File: config.mk
export PLATFORM = sky130hd
export DESIGN_NAME = axis_dsm_decimator
export DESIGN_NICKNAME = d
export VERILOG_FILES = /design/src/rtl/axis_dsm_decimator.sv
export SDC_FILE = /design/constraint.sdc
export NUM_CORES = 1
export LEC_CHECK = 0
export ABC_AREA = 1
export BUFFER_PORTS_ARGS = -buffer_cell sky130_fd_sc_hd__buf_2
export CAP_MARGIN = 20
export CELL_PAD_IN_SITES_DETAIL_PLACEMENT = 0
export CELL_PAD_IN_SITES_GLOBAL_PLACEMENT = 1
export CORE_UTILIZATION = 52
export CTS_CLUSTER_DIAMETER = 50
export DETAILED_ROUTE_END_ITERATION = 8
export PLACE_DENSITY = 0.91
export SLEW_MARGIN = 20
export SYNTH_ARGS = -nofsm -noshare
export SYNTH_HDL_FRONTEND = slang
export SYNTH_SLANG_ARGS = --single-unit
File: constraint.sdc
create_clock -name aclk -period 16.8 [get_ports aclk]
set_input_delay 3.36 -clock aclk [delete_from_list [all_inputs] [get_ports aclk]]
set_output_delay 3.36 -clock aclk [all_outputs]
set_load 0.02 [all_outputs]
File: src/rtl/axis_dsm_decimator.sv
// Third-order CIC decimator for delta-sigma modulator streams with AXI-Stream ports.
// One signed PCM sample is produced for every DECIM accepted input beats.
module axis_dsm_decimator #(
  parameter int IN_WIDTH  = 6,
  parameter int DECIM     = 64,
  parameter int OUT_WIDTH = 16
) (
  input  logic                 aclk,
  input  logic                 arst_n,
  input  logic [IN_WIDTH-1:0]  s_axis_data_tdata,
  input  logic                 s_axis_data_tvalid,
  output logic                 s_axis_data_tready,
  output logic [OUT_WIDTH-1:0] m_axis_data_tdata,
  output logic                 m_axis_data_tvalid,
  input  logic                 m_axis_data_tready
);

  localparam int W_IN   = (IN_WIDTH > 1) ? IN_WIDTH : 2;
  localparam int LOG2_D = $clog2(DECIM);
  localparam int ACC_W  = W_IN + 3 * LOG2_D;
  localparam int SHIFT  = ACC_W - OUT_WIDTH;
  localparam int CNT_W  = LOG2_D;
  localparam logic [CNT_W-1:0] CNT_LAST = CNT_W'(DECIM - 1);

  if (OUT_WIDTH > ACC_W) begin : g_bad_out_width
    $error("axis_dsm_decimator: OUT_WIDTH larger than accumulator width");
  end
  if ((DECIM < 4) || (DECIM > 256) || ((DECIM & (DECIM - 1)) != 0)) begin : g_bad_decim
    $error("axis_dsm_decimator: DECIM must be a power of two in 4..256");
  end

  // A 1-bit stream encodes +1/-1; wider words are already two's complement.
  function automatic logic [ACC_W-1:0] map_sample(input logic [IN_WIDTH-1:0] d);
    logic [W_IN-1:0] v;
    if (IN_WIDTH == 1) begin
      v = d[0] ? {{(W_IN-1){1'b0}}, 1'b1} : {W_IN{1'b1}};
    end else begin
      v = W_IN'(d);
    end
    return {{(ACC_W-W_IN){v[W_IN-1]}}, v};
  endfunction

  logic [ACC_W-1:0]     x_s;
  logic [ACC_W-1:0]     i1_r, i2_r, i3_r;
  logic [ACC_W-1:0]     d1_r, d2_r, d3_r;
  logic [ACC_W-1:0]     i3n_s, c1_s, c2_s, c3_s;
  logic [OUT_WIDTH-1:0] out_next_s;
  logic [CNT_W-1:0]     cnt_r;
  logic                 last_phase_s;
  logic                 ready_s;
  logic                 accept_s;
  logic                 block_done_s;
  logic [OUT_WIDTH-1:0] out_data_r;
  logic                 out_valid_r;

  // Handshake decode and comb-stage arithmetic for the current beat.
  always_comb begin
    x_s          = map_sample(s_axis_data_tdata);
    last_phase_s = (cnt_r == CNT_LAST);
    if (!arst_n) begin
      ready_s = 1'b0;
    end else if (last_phase_s && out_valid_r) begin
      ready_s = m_axis_data_tready;
    end else begin
      ready_s = 1'b1;
    end
    accept_s     = s_axis_data_tvalid && ready_s;
    block_done_s = accept_s && last_phase_s;
    i3n_s        = i3_r + i2_r;
    c1_s         = i3n_s - d1_r;
    c2_s         = c1_s - d2_r;
    c3_s         = c2_s - d3_r;
    out_next_s   = OUT_WIDTH'($signed(c3_s) >>> SHIFT);
  end

  // Integrator chain; each stage uses the previous stage's pre-update value.
  always_ff @(posedge aclk or negedge arst_n) begin
    if (!arst_n) begin
      i1_r <= {ACC_W{1'b0}};
      i2_r <= {ACC_W{1'b0}};
      i3_r <= {ACC_W{1'b0}};
    end else if (accept_s) begin
      i1_r <= i1_r + x_s;
      i2_r <= i2_r + i1_r;
      i3_r <= i3_r + i2_r;
    end
  end

  // Phase counter and comb delay registers, advanced at the decimated rate.
  always_ff @(posedge aclk or negedge arst_n) begin
    if (!arst_n) begin
      cnt_r <= {CNT_W{1'b0}};
      d1_r  <= {ACC_W{1'b0}};
      d2_r  <= {ACC_W{1'b0}};
      d3_r  <= {ACC_W{1'b0}};
    end else if (block_done_s) begin
      cnt_r <= {CNT_W{1'b0}};
      d1_r  <= i3n_s;
      d2_r  <= c1_s;
      d3_r  <= c2_s;
    end else if (accept_s) begin
      cnt_r <= cnt_r + CNT_W'(1);
    end
  end

  // Output holding register; a new sample may replace one consumed on the same edge.
  always_ff @(posedge aclk or negedge arst_n) begin
    if (!arst_n) begin
      out_data_r  <= {OUT_WIDTH{1'b0}};
      out_valid_r <= 1'b0;
    end else if (block_done_s) begin
      out_data_r  <= out_next_s;
      out_valid_r <= 1'b1;
    end else if (out_valid_r && m_axis_data_tready) begin
      out_valid_r <= 1'b0;
    end
  end

  assign s_axis_data_tready = ready_s;
  assign m_axis_data_tdata  = out_data_r;
  assign m_axis_data_tvalid = out_valid_r;

endmodule

======== Word level (Yosys, flattened, before mapping) ========
Index checks and enable logic that the tools add are counted.
storage, ports and cells
  memories kept ........................... 0
  input bits .............................. 10
  latch bits .............................. 0
  logic and storage cells ................. 29
  bits in read-only memories .............. 0
  register bits after elaboration ......... 167
  RAM bits ................................ 0
operators by class
  shift operators ......................... 0
  $mul .................................... 0
  divide/modulo/power cells ............... 0
  equal/unequal tests ..................... 1
  add/subtract/negate cells ............... 7
  multiplexer cells ....................... 6
  bitwise gates (word level) .............. 0
  reduce and logical (&&, ||, !) cells .... 6
  magnitude comparators ................... 0
operators with widths
  kind                   number
  $add A24 B24 Y24       3
  $sub A24 B24 Y24       3
  $mux W6                2
  $add A6 B1 Y6 const B  1
  $eq A6 B6 Y1 const B   1
  $logic_and A1 B1 Y1    4
  $mux W1                4
  $reduce_bool A2 Y1     2

======== Longest topological paths before layout ========
  word-level depth ........................ 7
  depth in mapped cells ................... 40
  gate-level depth less buffers ........... 40

======== Worst setup path before layout ========
Ideal clock, no wire load.
  kind .................................... input-to-output
  from .................................... in m_axis_data_tready
  to ...................................... out s_axis_data_tready
  buffers on the path ..................... 0
  stages .................................. 2
  slack ................................... 9.759 ns
  required time ........................... 13.440 ns
  data arrival time ....................... 3.681 ns
  cells stage by stage .................... o31ai_2 > inv_2
between the ends
  word-level cells in the longest chain between the ends .. 2
RTL lines
  element      RTL line  text
  from (decl)  15        input logic m_axis_data_tready
  $mux W1      62        end else if (last_phase_s && out_valid_r) begin
  $mux W1      60        if (!arst_n) begin
  to (decl)    12        output logic s_axis_data_tready,
No other way between the ends.

======== Final worst setup path ========
  from .................................... in arst_n
  to ...................................... out s_axis_data_tready
between the ends
  word-level cells in the longest chain between the ends .. 1
RTL lines
  element      RTL line  text
  from (decl)  9         input logic arst_n,
  $mux W1      60
No other way between the ends.

==> impl_results.html <==
<table>
<tr><th>Metric</th><th>Value</th></tr>
<tr><th colspan="2">Logic synthesis</th></tr>
<tr><td>Top FF cell, synth</td><td>sky130_fd_sc_hd__dfrtp_1</td></tr>
<tr><td>Most frequent cells after synthesis</td><td>sky130_fd_sc_hd__nand2_1 (440), sky130_fd_sc_hd__inv_1 (195), sky130_fd_sc_hd__dfrtp_1 (167), sky130_fd_sc_hd__o21ai_0 (166), sky130_fd_sc_hd__ha_1 (138)</td></tr>
<tr><td>Yosys cell types</td><td>58</td></tr>
<tr><td>Simple-gate area share of the yosys netlist</td><td>0.215</td></tr>
<tr><td>Count of state elements after synthesis</td><td>167</td></tr>
<tr><td>Post-synthesis xor/xnor area fraction</td><td>0.0745</td></tr>
<tr><td>Post-synthesis instance total</td><td>1700</td></tr>
<tr><td>Fraction of registers with async set/reset</td><td>1.00</td></tr>
<tr><td>Most area-consuming cells after synthesis</td><td>sky130_fd_sc_hd__dfrtp_1 (32%), sky130_fd_sc_hd__ha_1 (13%), sky130_fd_sc_hd__nand2_1 (13%)</td></tr>
<tr><td>Cell with the most instances after synthesis</td><td>sky130_fd_sc_hd__nand2_1</td></tr>
<tr><td>Synth Area per Inst</td><td>7.59 µm²</td></tr>
<tr><td>Largest family of logic cells by synthesized area</td><td>simple AND/OR/NAND/NOR gates</td></tr>
<tr><td>Fraction of the mapped netlist area in compound gates</td><td>0.173</td></tr>
<tr><td>Yosys warnings</td><td>0</td></tr>
<tr><td>Post-synth top area share</td><td>0.324</td></tr>
<tr><td>Netlist area before placement</td><td>12900 µm²</td></tr>
<tr><td>Syn Nets</td><td>1853</td></tr>
<tr><td>Number of flops mapped to enable cells by yosys</td><td>0</td></tr>
<tr><td>Post-synthesis mux area share</td><td>0</td></tr>
<tr><td>Library cell occupying the most area in the post-synthesis netlist</td><td>sky130_fd_sc_hd__dfrtp_1</td></tr>
<tr><td>Portion of the post-synthesis area used by sequential elements</td><td>0.324</td></tr>
<tr><td>Fraction of the mapped netlist area in adder cells</td><td>0.142</td></tr>
<tr><th colspan="2">Clock network</th></tr>
<tr><td>Root buffer selected by CTS</td><td>sky130_fd_sc_hd__clkbuf_16</td></tr>
<tr><td>Number of buffers created by CTS</td><td>17</td></tr>
<tr><td>H-tree Lvls</td><td>4</td></tr>
<tr><td>Hold_buf cts</td><td>0</td></tr>
<tr><td>Insertion delay of the later-clocked pin in the worst-skew pair</td><td>0.44 ns</td></tr>
<tr><td>Postcts setup bufs</td><td>0</td></tr>
<tr><td>Clock tree sinks</td><td>167</td></tr>
<tr><td>CTS Buffer Depth</td><td>2</td></tr>
<tr><td>Clock tree from TritonCTS</td><td>built</td></tr>
<tr><td>Clock-pin slew reported for the worst setup and hold paths after clock tree synthesis</td><td>0.07 ns</td></tr>
<tr><td>Post_cts resized</td><td>0</td></tr>
<tr><th colspan="2">STA</th></tr>
<tr><td>Endpoints failing hold</td><td>0</td></tr>
<tr><td>Worst Tran Pin Value</td><td>0.907 ns</td></tr>
<tr><td>Maximum operating frequency</td><td>135 MHz</td></tr>
<tr><td>Post-route fraction of the period consumed by the critical path</td><td>0.442</td></tr>
<tr><td>Smallest hold slack</td><td>0.475 ns</td></tr>
<tr><td>Number of endpoints failing setup at the final stage</td><td>0</td></tr>
<tr><td>Minimum clock period after layout</td><td>7.43 ns</td></tr>
<tr><td>Setup repair after global routing missed its margin</td><td>false</td></tr>
<tr><td>Final critical-path setup slack</td><td>9.37 ns</td></tr>
<tr><td>Number of max-slew violations in the final report</td><td>0</td></tr>
<tr><td>Worst setup skew after layout</td><td>0.00973 ns</td></tr>
<tr><td>Worst relative slew slack</td><td>0.395</td></tr>
<tr><td>Total Negative Setup Slacks</td><td>0 ns</td></tr>
<tr><th colspan="2">Final layout</th></tr>
<tr><td>Number of nets in the layout</td><td>1869</td></tr>
<tr><td>Antenna diodes</td><td>0</td></tr>
<tr><td>Layout Area Growth over Synthesis</td><td>8.05%</td></tr>
<tr><td>Total of fill cells in the finished design</td><td>2275</td></tr>
<tr><td>Share of post-route cells with drive strength above 1</td><td>0.0821</td></tr>
<tr><th colspan="2">Min path</th></tr>
<tr><td>Worst hold path class</td><td>reg -&gt; reg</td></tr>
<tr><th colspan="2">Detailed routing</th></tr>
<tr><td>DR iter-0 viols</td><td>382</td></tr>
<tr><td>Number of nets with antenna violations after routing</td><td>0</td></tr>
<tr><td>Final wirelength</td><td>25600 µm</td></tr>
<tr><td>Routed via count divided by cell count</td><td>5.15</td></tr>
<tr><td>Routed WL per cell</td><td>12.5 µm</td></tr>
<tr><td>DRC</td><td>0</td></tr>
<tr><td>Total number of vias</td><td>10566</td></tr>
<tr><td>DRT Pass-1 Iters</td><td>4</td></tr>
<tr><th colspan="2">Worst setup path</th></tr>
<tr><td>CP arrival</td><td>4.07 ns</td></tr>
<tr><td>Category of the most critical setup path</td><td>in -&gt; out</td></tr>
<tr><td>Startpoint types</td><td>input port</td></tr>
<tr><td>Sort of element at the end of the critical path</td><td>output pin</td></tr>
<tr><td>Required time worst endpoint</td><td>13.44 ns</td></tr>
<tr><td>Worst reg-to-reg setup slack</td><td>10.42 ns</td></tr>
<tr><td>Crit Path Max Fanout</td><td>34</td></tr>
<tr><th colspan="2">Floorplan</th></tr>
<tr><td>Std cell rows</td><td>57</td></tr>
<tr><td>DIE AREA</td><td>25400 µm²</td></tr>
<tr><td>Initial cell density of the core</td><td>0.530</td></tr>
<tr><td>Die H</td><td>160 µm</td></tr>
<tr><td>Core Area</td><td>24300 µm²</td></tr>
<tr><td>Ports</td><td>28</td></tr>
<tr><td>Chip width</td><td>160 µm</td></tr>
<tr><th colspan="2">Outcome</th></tr>
<tr><td>Status</td><td>completed</td></tr>
<tr><th colspan="2">GRT</th></tr>
<tr><td>Initial antenna violation count</td><td>0</td></tr>
<tr><td>Wire length of the first global-routing pass</td><td>46300 µm</td></tr>
<tr><td>GR Util All Layers</td><td>0.217</td></tr>
<tr><td>Largest net degree at the start of global routing</td><td>110</td></tr>
<tr><td>Vias in the first global route</td><td>10428</td></tr>
<tr><td>Overall overflow remaining after global route</td><td>0</td></tr>
<tr><th colspan="2">Place</th></tr>
<tr><td>DPL Wire Length</td><td>19800 µm</td></tr>
<tr><td>Post-placement setup slack</td><td>9.37 ns</td></tr>
<tr><td>Number of buffer cells added on primary ports</td><td>27</td></tr>
<tr><td>Routability cong.</td><td>0.840</td></tr>
<tr><th colspan="2">Job</th></tr>
<tr><td>Max-cap check violation count</td><td>0</td></tr>
</table>
==> logic make-up (layout without fill, tap and decap cells) <==
group | after synthesis | count (layout)
AO/OA/AOI/OAI | 392 | 392
XOR/XNOR | 108 | 108
adder cells (fa/ha/maj) | 143 | 143
buffers and inverters | 236 | 265
flip-flops | 167 | 167
AND/OR/NAND/NOR | 654 | 654
==> critical path, stage by stage <==
cell                      delay, ns
sky130_fd_sc_hd__buf_6         0.27
sky130_fd_sc_hd__o31ai_2       0.13
sky130_fd_sc_hd__inv_2         0.09
sky130_fd_sc_hd__buf_2         0.16
==> metrics by stage <==
step	area [µm²]	cells	utilization
finish	13900	2053	0.573
global route	13900	2053	0.573
CTS	13900	2053	0.573
detailed placement	13300	2021	0.548
global placement	13300	2021	0.548
floorplan	12900	1700	-
==> flip-flops by register name, indices dropped and copies added, names as in the netlist <==
register and flops:
i3_r 24, m_axis_data_tdata 16, d3_r 24, cnt_r 6
d2_r 24, m_axis_data_tvalid 1, d1_r 24, i1_r 24
i2_r 24
==> cell usage in the layout (no fill, tap or decap), types with 6 or more instances in the layout <==
cell,n
sky130_fd_sc_hd__nor3_1,12
sky130_fd_sc_hd__nand3_1,66
sky130_fd_sc_hd__nand2_1,439
sky130_fd_sc_hd__clkbuf_16,17
sky130_fd_sc_hd__o21ai_0,166
sky130_fd_sc_hd__o21ai_1,23
sky130_fd_sc_hd__ha_1,138
sky130_fd_sc_hd__o21a_1,9
sky130_fd_sc_hd__a21oi_2,13
sky130_fd_sc_hd__nor2_1,62
sky130_fd_sc_hd__inv_6,6
sky130_fd_sc_hd__buf_2,26
sky130_fd_sc_hd__nand3_2,6
sky130_fd_sc_hd__dfrtp_1,167
sky130_fd_sc_hd__o21ai_2,9
sky130_fd_sc_hd__nor4_1,7
sky130_fd_sc_hd__nand2_2,21
sky130_fd_sc_hd__xor2_1,64
sky130_fd_sc_hd__nand4_1,17
sky130_fd_sc_hd__a21o_1,11
sky130_fd_sc_hd__a21oi_1,129
sky130_fd_sc_hd__inv_1,195
sky130_fd_sc_hd__xnor2_1,42
==> layer usage <==
metal	GRT usage	routed length, µm	vias up
li1	-	-	5688
met1	0.272	12000	4744
met2	0.387	12600	102
met3	0.0245	482	32
met4	0.0699	462	0
met5	0	0	-
==> final timing paths <==
kind                                  startpoint               endpoint  cells after the start
max reg2reg                              i2_r[0]  m_axis_data_tdata[15]                     39
max                                       arst_n     s_axis_data_tready                      4
min reg2reg                m_axis_data_tdata[13]  m_axis_data_tdata[13]                      2
max in group asynchronous                 arst_n               i3_r[14]                      3
min                        m_axis_data_tdata[13]  m_axis_data_tdata[13]                      2
min in group asynchronous                 arst_n                d1_r[7]                      1
==> area by class of cell <==
type	count	area (µm²)	share of cell area
Tap cell	324	405	0.0291
Clock inverter	15	181	0.0130
Timing Repair Buffer	32	183	0.0131
Multi-Input combinational cell	1297	7810	0.560
Sequential cell	167	4180	0.300
Clock buffer	17	425	0.0305
Inverter	201	754	0.0541
Power is left out: the tool's default activity adds up to more than one toggle a clock period on the data nets, which glitch-free logic cannot reach.
